[src/rtl/bp_update_sched_pkg.sv]
`default_nettype none
// ============================================================================
//  Module  : bp_update_sched_pkg
//  Brief   : Shared types for the branch-predictor retire-update scheduler:
//            the update record carried to BP and the scheduler state encoding.
//  Revision: 1.0  initial release
// ============================================================================
package bp_update_sched_pkg;

    // Outstanding-branch-queue size; the branch index carries one extra bit
    // so that wrap-around generations can be told apart.
    localparam int OBQ_SIZE    = 16;
    localparam int c_obq_idx_w = $clog2(OBQ_SIZE) + 1;

    // One retired-branch update as presented to the predictor structures
    typedef struct packed {
        logic                   cond;
        logic                   direct;
        logic                   taken;
        logic                   correct;
        logic [31:0]            pc;
        logic [31:0]            calc_pc;
        logic [c_obq_idx_w-1:0] index;
    } BP_UPD_T;

    // RUN: normal issue; DRAIN: flush older updates ahead of a held
    // mispredict; RECOVER: hold fetch lookups while rollback settles.
    typedef enum logic [1:0] {
        RUN     = 2'd0,
        DRAIN   = 2'd1,
        RECOVER = 2'd2
    } BP_SCHED_STATE_T;

endpackage
`default_nettype wire

[src/rtl/bp_update_sched_fifo.sv]
`default_nettype none
// ============================================================================
//  Module  : bp_upd_fifo
//  Brief   : Small FIFO of correctly-predicted retire updates. Pointers are
//            one bit wider than the address so full and empty are distinct.
//  Revision: 1.0  initial release
// ============================================================================
module bp_upd_fifo
    import bp_update_sched_pkg::*;
#(
    parameter int UQ_DEPTH = 4
) (
    input  logic    clock,
    input  logic    reset,
    input  logic    push,
    input  BP_UPD_T push_data,
    input  logic    pop,
    output logic    full,
    output logic    empty,
    output BP_UPD_T head
);

    localparam int c_addr_w = $clog2(UQ_DEPTH);
    localparam int c_ptr_w  = c_addr_w + 1;

    BP_UPD_T              r_mem [UQ_DEPTH];
    logic [c_ptr_w-1:0]   r_wr_ptr;
    logic [c_ptr_w-1:0]   r_rd_ptr;
    logic                 w_do_push;
    logic                 w_do_pop;

    assign empty     = (r_wr_ptr == r_rd_ptr);
    assign full      = (r_wr_ptr[c_ptr_w-1] != r_rd_ptr[c_ptr_w-1]) &&
                       (r_wr_ptr[c_addr_w-1:0] == r_rd_ptr[c_addr_w-1:0]);
    assign w_do_push = push && !full;
    assign w_do_pop  = pop && !empty;
    assign head      = r_mem[r_rd_ptr[c_addr_w-1:0]];

    // Pointer bookkeeping; both wrap naturally modulo twice the depth
    always_ff @(posedge clock or posedge reset) begin
        if (reset) begin
            r_wr_ptr <= '0;
            r_rd_ptr <= '0;
        end else begin
            if (w_do_push) r_wr_ptr <= r_wr_ptr + c_ptr_w'(1);
            if (w_do_pop)  r_rd_ptr <= r_rd_ptr + c_ptr_w'(1);
        end
    end

    // Entry storage; contents are don't-care while the slot is not live
    always_ff @(posedge clock) begin
        if (w_do_push) r_mem[r_wr_ptr[c_addr_w-1:0]] <= push_data;
    end

endmodule
`default_nettype wire

[src/rtl/bp_update_sched.sv]
`default_nettype none
// ============================================================================
//  Module  : bp_update_sched
//  Brief   : Retire-side update scheduler for the branch predictor. Queues
//            correct updates, issues one per cycle, orders a mispredict
//            behind all older updates, then stalls fetch lookups for a fixed
//            number of recovery cycles.
//  Revision: 1.0  initial release
// ============================================================================
module bp_update_sched
    import bp_update_sched_pkg::*;
#(
    parameter int UQ_DEPTH       = 4,
    parameter int RECOVER_CYCLES = 2
) (
    input  logic                   clock,
    input  logic                   reset,
    input  logic                   enable,
    input  logic                   rt_en_branch,
    input  logic                   rt_cond_branch,
    input  logic                   rt_direct_branch,
    input  logic                   rt_branch_taken,
    input  logic                   rt_prediction_correct,
    input  logic [31:0]            rt_pc,
    input  logic [31:0]            rt_calculated_pc,
    input  logic [c_obq_idx_w-1:0] rt_branch_index,
    output logic                   rt_ready,
    output logic                   bp_rt_en_branch,
    output logic                   bp_rt_cond_branch,
    output logic                   bp_rt_direct_branch,
    output logic                   bp_rt_branch_taken,
    output logic                   bp_rt_prediction_correct,
    output logic [31:0]            bp_rt_pc,
    output logic [31:0]            bp_rt_calculated_pc,
    output logic [c_obq_idx_w-1:0] bp_rt_branch_index,
    output logic                   bp_fetch_stall,
    output logic                   recover_busy
);

    localparam int c_cnt_w = $clog2(RECOVER_CYCLES + 1);

    BP_SCHED_STATE_T      r_state;
    BP_UPD_T              r_misp;
    BP_UPD_T              r_issue;
    logic                 r_issue_en;
    logic                 r_stall;
    logic [c_cnt_w-1:0]   r_cnt;

    BP_UPD_T              w_rt_upd;
    BP_UPD_T              w_head;
    logic                 w_full;
    logic                 w_empty;
    logic                 w_accept;
    logic                 w_push;
    logic                 w_pop;

    assign w_rt_upd = '{cond:    rt_cond_branch,
                        direct:  rt_direct_branch,
                        taken:   rt_branch_taken,
                        correct: rt_prediction_correct,
                        pc:      rt_pc,
                        calc_pc: rt_calculated_pc,
                        index:   rt_branch_index};

    // Readiness uses only the current state; a pop this cycle earns no credit
    assign rt_ready = enable && (r_state == RUN) && !w_full;
    assign w_accept = rt_en_branch && rt_ready;
    assign w_push   = w_accept && rt_prediction_correct;
    assign w_pop    = enable && !w_empty && ((r_state == RUN) || (r_state == DRAIN));

    bp_upd_fifo #(
        .UQ_DEPTH (UQ_DEPTH)
    ) u_fifo (
        .clock     (clock),
        .reset     (reset),
        .push      (w_push),
        .push_data (w_rt_upd),
        .pop       (w_pop),
        .full      (w_full),
        .empty     (w_empty),
        .head      (w_head)
    );

    // Scheduler FSM with registered issue port and fetch-stall output
    always_ff @(posedge clock or posedge reset) begin
        if (reset) begin
            r_state    <= RUN;
            r_misp     <= '0;
            r_issue    <= '0;
            r_issue_en <= 1'b0;
            r_stall    <= 1'b0;
            r_cnt      <= '0;
        end else begin
            // Issue port idles at zero unless something is sent this edge
            r_issue_en <= 1'b0;
            r_issue    <= '0;
            if (enable) begin
                case (r_state)
                    RUN: begin
                        if (w_pop) begin
                            r_issue_en <= 1'b1;
                            r_issue    <= w_head;
                        end
                        // Mispredict is parked until every older update has gone
                        if (w_accept && !rt_prediction_correct) begin
                            r_misp  <= w_rt_upd;
                            r_state <= DRAIN;
                        end
                    end
                    DRAIN: begin
                        if (!w_empty) begin
                            r_issue_en <= 1'b1;
                            r_issue    <= w_head;
                        end else begin
                            r_issue_en <= 1'b1;
                            r_issue    <= r_misp;
                            r_stall    <= 1'b1;
                            r_cnt      <= c_cnt_w'(RECOVER_CYCLES);
                            r_state    <= RECOVER;
                        end
                    end
                    RECOVER: begin
                        if (r_cnt == c_cnt_w'(1)) begin
                            r_stall <= 1'b0;
                            r_state <= RUN;
                        end else begin
                            r_cnt <= r_cnt - c_cnt_w'(1);
                        end
                    end
                    default: begin
                        r_state <= RUN;
                    end
                endcase
            end
        end
    end

    assign bp_rt_en_branch          = r_issue_en;
    assign bp_rt_cond_branch        = r_issue.cond;
    assign bp_rt_direct_branch      = r_issue.direct;
    assign bp_rt_branch_taken       = r_issue.taken;
    assign bp_rt_prediction_correct = r_issue.correct;
    assign bp_rt_pc                 = r_issue.pc;
    assign bp_rt_calculated_pc      = r_issue.calc_pc;
    assign bp_rt_branch_index       = r_issue.index;
    assign bp_fetch_stall           = r_stall;
    assign recover_busy             = (r_state != RUN);

endmodule
`default_nettype wire

[config.mk]
export PLATFORM = sky130hd
export DESIGN_NAME = bp_update_sched
export DESIGN_NICKNAME = d
export VERILOG_FILES = /design/src/rtl/bp_update_sched_pkg.sv /design/src/rtl/bp_update_sched_fifo.sv /design/src/rtl/bp_update_sched.sv
export SDC_FILE = /design/constraint.sdc
export NUM_CORES = 1
export LEC_CHECK = 0
export BUFFER_PORTS_ARGS = -buffer_cell sky130_fd_sc_hd__buf_4
export CAP_MARGIN = 20
export CORE_ASPECT_RATIO = 0.7
export CORE_MARGIN = 8
export CORE_UTILIZATION = 55
export CTS_BUF_LIST = sky130_fd_sc_hd__clkbuf_8
export DETAILED_ROUTE_END_ITERATION = 7
export GPL_TIMING_DRIVEN = 1
export HOLD_SLACK_MARGIN = 0.05
export PLACE_DENSITY = 0.78
export SLEW_MARGIN = 20
export SYNTH_ARGS = -nofsm -noshare
export SYNTH_HDL_FRONTEND = slang
export SYNTH_SLANG_ARGS = --single-unit
[constraint.sdc]
create_clock -name clock -period 4.8 [get_ports clock]
set_input_delay 0.24 -clock clock [delete_from_list [all_inputs] [get_ports clock]]
set_output_delay 0.24 -clock clock [all_outputs]
set_load 0.02 [all_outputs]
# Yosys cells after proc, flatten, opt, wreduce, memory -nomap -nowiden
# Memories as Yosys holds them, arrays and structs flattened.
# Cells that the tools add are included.
[word_totals]
ff_bits = 158
mem_bits_rw = 292
in_bits = 77
word_cells = 73
mem_count = 1
[memory_table]
columns = ["name", "words", "width", "read_ports", "rd_clocked_by_memory_dff", "wr", "line_no", "rtl"]
rows = [
  ["u_fifo.r_mem", 4, 73, 1, 0, 1, "bp_update_sched_fifo.sv:26", "BP_UPD_T r_mem [UQ_DEPTH];"],
]
[classes]
add_sub_neg = 3
eq_ne = 10
n_mux = 18
reduce_logical = 21
[op_table]
columns = ["operator", "n"]
rows = [
  ["73-bit two-way mux", 3],
  ["73-bit case mux with 2 select lines", 1],
  ["4-bit AND reduction", 3],
  ["1-bit logical AND", 10],
  ["2-bit two-way mux", 4],
  ["3-bit by 1-bit adder with 3-bit output (second input constant)", 2],
  ["1-bit two-way mux", 6],
  ["2-bit case mux with 3 select lines", 1],
  ["2-bit by 1-bit equality test with 1-bit output (second input constant)", 2],
  ["2-bit by 1-bit != test with 1-bit output (second input constant)", 2],
  ["2-bit != test (second input constant)", 2],
  ["1-bit case mux with 2 select lines", 2],
  ["2-bit case mux with 2 select lines", 1],
  ["2-bit nonzero test", 2],
  ["3-bit equality test", 1],
  ["1-bit logical NOT", 3],
  ["3-bit AND reduction", 1],
  ["2-bit equality test", 1],
  ["2-bit equality test (second input constant)", 1],
  ["2-bit logical NOT", 1],
  ["2-bit by 1-bit subtractor with 2-bit output (second input constant)", 1],
  ["1-bit logical OR", 1],
  ["1-bit != test", 1],
]

# Logic depth before layout (Yosys ltp)
[depth]
depth_word = 9
depth_mapped = 7
depth_no_buf = 5

# Modules after synthesis
# From an unflattened synthesis, not the netlist that was laid out.
[unflattened]
cells_unflattened = 880
hier_area_um2 = 17205.3
[modules_own_cells]
columns = ["mod", "n_inst", "cells_each", "area_per_inst_um2"]
rows = [
  ["bp_upd_fifo", 1, 432, 11014.3],
  ["bp_update_sched", 1, 448, 6190.9],
]

# Worst setup path before layout
# OpenSTA, ideal clock, no wires.
[synth_path]
kind = "reg-to-reg"
startpoint = "reg r_state[1]"
endpoint = "mem u_fifo.r_mem[3][0] (netlist bit) (enable)"
setup_ps = 441
t_arrival_ps = 2984
path_slack_ps = 1374
path_stages_with_launch = 4
period_less_slack_ps = 3426
cell_sequence = "dfrtp_1 or2_1 a311oi_2 and3_1"
[synth_between]
elab_chain_cells = 8
[synth_lines]
columns = ["item", "line_no", "rtl"]
rows = [
  ["start: declaration", "bp_update_sched.sv:42", "BP_SCHED_STATE_T r_state;"],
  ["start signal: assignment", "bp_update_sched.sv:87", "r_state <= RUN;"],
  ["start signal: assignment", "bp_update_sched.sv:107", "r_state <= DRAIN;"],
  ["start signal: assignment", "bp_update_sched.sv:119", "r_state <= RECOVER;"],
  ["2-bit logical NOT", "bp_update_sched.sv:66", "assign rt_ready = enable && (r_state == RUN) && !w_full;"],
  ["1-bit logical AND (2 in series)", "bp_update_sched.sv:66", ""],
  ["1-bit logical AND", "bp_update_sched.sv:67", "assign w_accept = rt_en_branch && rt_ready;"],
  ["1-bit logical AND", "bp_update_sched.sv:68", "assign w_push = w_accept && rt_prediction_correct;"],
  ["1-bit logical AND", "bp_update_sched_fifo.sv:35", "assign w_do_push = push && !full;"],
  ["1-bit two-way mux", "bp_update_sched_fifo.sv:52", "if (w_do_push) r_mem[r_wr_ptr[c_addr_w-1:0]] <= push_data;"],
  ["1-bit two-way mux (implied by the code)", "bp_update_sched_fifo.sv:52", ""],
  ["end: declaration", "bp_update_sched_fifo.sv:26", ""],
]
# Every way passes these cells.

# Worst setup path in the final report
[layout_path]
startpoint = "reg u_fifo.r_rd_ptr[1]"
endpoint = "reg r_misp[22] (netlist bit)"
[layout_between]
elab_chain_cells = 7
[layout_lines]
columns = ["item", "line_no", "rtl"]
rows = [
  ["start: declaration", "bp_update_sched_fifo.sv:28", "logic [c_ptr_w-1:0] r_rd_ptr;"],
  ["start signal: assignment", "bp_update_sched_fifo.sv:46", "if (w_do_pop) r_rd_ptr <= r_rd_ptr + c_ptr_w'(1);"],
  ["2-bit equality test", "bp_update_sched_fifo.sv:34", "(r_wr_ptr[c_addr_w-1:0] == r_rd_ptr[c_addr_w-1:0]);"],
  ["1-bit logical AND", "bp_update_sched_fifo.sv:33", "assign full = (r_wr_ptr[c_ptr_w-1] != r_rd_ptr[c_ptr_w-1]) &&"],
  ["1-bit logical NOT", "bp_update_sched.sv:66", ""],
  ["1-bit logical AND", "bp_update_sched.sv:66", ""],
  ["1-bit logical AND", "bp_update_sched.sv:67", ""],
  ["1-bit logical AND", "bp_update_sched.sv:105", "if (w_accept && !rt_prediction_correct) begin"],
  ["3-bit AND reduction (no source line)", "-", ""],
  ["end signal: assignment", "bp_update_sched.sv:106", "r_misp <= w_rt_upd;"],
  ["end: declaration", "bp_update_sched.sv:43", "BP_UPD_T r_misp;"],
]
# Every way passes these cells.
# A chain may end at the register's enable or synchronous reset.

==> impl_metrics.csv <==
group,metric,value,unit
clocking,clk_pin_slew,0.06,ns
global_route,busiest_layer,"met2",
clocking,numClockSinks,450,
global_route,grt_pass1_wl,56800,um
global_route,grtUsageMet2,31.7,%
global_route,grt_pass1_vias,9813,
finish,fin_nets,1267,
critical_path,criticalPathCategory,"reg -> reg",
yosys,synth_top_area_share,52.4,%
pwr,p_leak,0.00794,uW
clocking,htreeDepth,3,
timing,post-route-period-util,66.0,%
timing,hold_ws,0.125,ns
yosys,synthTopCellsByArea,"edfxtp_1, dfrtp_1, mux4_2",
clocking,clock_latency,0.59,ns
timing,worst_pin_slew,1.09,ns
pwr,p_per_area,571,nW/um2
global_route,grt_use_total,20.2,%
floorplanning,die_w,224,um
critical_path,cp-end-kind,"flip-flop",
global_route,grt_antenna_before_repair,1,
yosys,yosys_register_bits,450,
drt,wl_per_cell,21.8,um
clocking,clockBufferDepth,3,
flow_run,cap_viol_max_count,0,
min_path,hold_depth,5,
global_route,gr-total-overflow,0,
critical_path,startpoint_type,"flip-flop",
run_status,status,"completed",
yosys,yosysWarnings,0,
critical_path,crit_path_max_fanout,41,
timing,tns,0,ns
finish,area_growth,21.9,%
placement,place_ws,1.62,ns
yosys,postSynthCellCount,918,
floorplanning,dieArea,36300,um2
global_route,met1_usage,28.6,%
timing,slew_headroom,27.4,%
global_route,grt_max_degree,82,
timing,setup_viol,0,
timing,rsz0062_at_grt,"no",
pwr,power.total,11600,uW
pwr,max-vdd-ir-drop,0.000465,V
global_route,use_met3,4.49,%
min_path,hold_class,"in -> reg",
floorplanning,die_y,162,um
yosys,synth_top_area_cell,"edfxtp_1",
finish,layout-drive-gt1-share,27.8,%
placement,hpwl,19800,um
yosys,syn-cell-area,16700,um2
drt,drt_pass1_iterations,5,
timing,min_period,3.17,ns
critical_path,cp.arrival,3.62,ns
timing,fin_worst_skew,0.0264,ns
clocking,cts_buffers,68,
floorplanning,num_rows,53,
yosys,netlist-cell-type-count,35,
drt,drtAntennaViolNets,0,
timing,max_freq,316,MHz
drt,drt_iter0_markers,775,
clocking,root_buffer,"clkbuf_8",
critical_path,required,5.25,ns
critical_path,r2r_cells,5,
drt,routed_wl,36000,um
floorplanning,io_pins,154,
clocking,post_cts_buffers,0,
clocking,tritoncts,"done",
floorplanning,core_region_area,30000,um2
floorplanning,start_util,55.8,%
drt,route.detailed.drc,0,
drt,vias,9017,
timing,finalHoldViolCount,0,
yosys,syn-mean-instance-area,18.2,um2
placement,place_congestion,0.724,
finish,antenna_cells,0,
timing,timing.final.ws_setup,1.63,ns
timing,finalMaxSlewViolations,0,
yosys,synth_fp_nets,1001,
placement,portBuffers,153,
yosys,yosysSeqAreaShare,76.0,%
drt,vias_per_cell,5.46,
[power breakdown]
part           total, uW  internal, uW  leakage [uW]  switching, uW
clock network       2970          1540      0.000767           1430
registers           5190          4840       0.00461            350
logic               3490          1500       0.00257           1990
[flip-flops by register name, summed over array words and instances, names as in the netlist]
register	flops
bp_fetch_stall	1
bp_rt_branch_index	5
bp_rt_branch_taken	1
bp_rt_calculated_pc	32
bp_rt_cond_branch	1
bp_rt_direct_branch	1
bp_rt_en_branch	1
bp_rt_pc	32
bp_rt_prediction_correct	1
r_cnt	2
r_misp	73
r_state	2
u_fifo.r_mem	292
u_fifo.r_rd_ptr	3
u_fifo.r_wr_ptr	3
[metal layers]
metal / wire [um] / vias up
met4: 615 / 2
met1: 16000 / 4655
met2: 17200 / 301
met3: 2200 / 57
met5: 8 / -
li1: - / 4002
[stage by stage]
step | area, um2 | cells | utilization (%)
after floorplan | 16700 | 918 | -
after global placement | 18300 | 1451 | 61.2
after detailed placement | 18300 | 1451 | 61.2
after CTS | 20400 | 1651 | 68.0
after global routing | 20400 | 1651 | 68.0
final | 20400 | 1651 | 68.0
[synthesized netlist by cell type]
cell,instances
nor2_1,1
or2_1,1
clkbuf_1,27
mux4_2,73
o21ai_0,3
nand3b_1,1
nor3b_1,2
and2_1,1
xor2_1,2
xnor2_1,5
mux2i_1,1
a31oi_1,2
and2b_1,1
o21ai_1,2
nand3_1,2
a21oi_1,74
edfxtp_1,292
buf_2,9
nor2b_1,1
a21o_1,1
and3_1,4
buf_6,6
ha_1,6
inv_2,1
and3b_1,1
buf_1,7
inv_1,5
nor3_1,1
a311oi_2,1
a32o_1,1
nand2_1,150
mux2_1,74
dfrtp_1,158
buf_4,1
a311oi_1,1
[kinds of logic (layout without fill, tap and decap cells)]
| family | count (synthesis) | in the layout | share of synthesized area, % |
|---|---|---|---|
| flip-flops | 450 | 450 | 76.0 |
| AND/OR/NAND/NOR | 166 | 166 | 3.97 |
| adder cells (fa/ha/maj) | 6 | 6 | 0.449 |
| XOR/XNOR | 7 | 7 | 0.366 |
| multiplexers | 148 | 148 | 14.9 |
| buffers and inverters | 56 | 377 | 1.62 |
| AO/OA/AOI/OAI | 85 | 85 | 2.68 |
[critical path: stages (launching register included)]
cell and delay [ns]:
dfrtp_4 0.66, xnor2_1 0.27, a311oi_2 0.52, and2b_4 0.79, buf_4 0.43, mux2_1 0.36
[cells in the final DEF (no fill, tap or decap), types with 2 or more instances in the layout]
master,instances
nand2_1,150
mux2_1,74
dlygate4sd3_1,75
dfrtp_1,156
bufinv_16,2
xnor2_1,5
inv_1,33
mux4_2,73
nor3b_1,2
clkinv_2,8
a31oi_1,2
ha_1,6
o21ai_0,3
xor2_1,2
clkbuf_8,74
edfxtp_1,292
inv_6,3
a21oi_1,74
nand3_1,2
dfrtp_4,2
and3_4,4
clkinv_1,7
buf_4,170
clkinvlp_4,3
[cell type report]
cell class	instances	area (um2)
inverters	6	27.5
repair buffers	246	2050
clock inverters	51	275
flip-flops and latches	450	12700
clock buffers	74	1020
fillers	2018	9590
well taps	412	515
multi-input cells	412	3770
[final timing paths]
path	start	end	slack, ns
max	u_fifo.r_rd_ptr[1]	r_misp[22]	1.63
min	rt_en_branch	u_fifo.r_wr_ptr[1]	0.13
max reg2reg	u_fifo.r_rd_ptr[1]	r_misp[22]	1.63
min reg2reg	r_misp[29]	r_misp[29]	0.49
max in group asynchronous	reset	bp_rt_pc[8]	3.32
min in group asynchronous	reset	bp_rt_calculated_pc[26]	0.36
[repair_timing]
action,in CTS,in global routing
resized for setup,0,0
hold buffers,75,0
hold endpoints to repair,447,0
No activity file was read; power rests on OpenSTA's default activity.
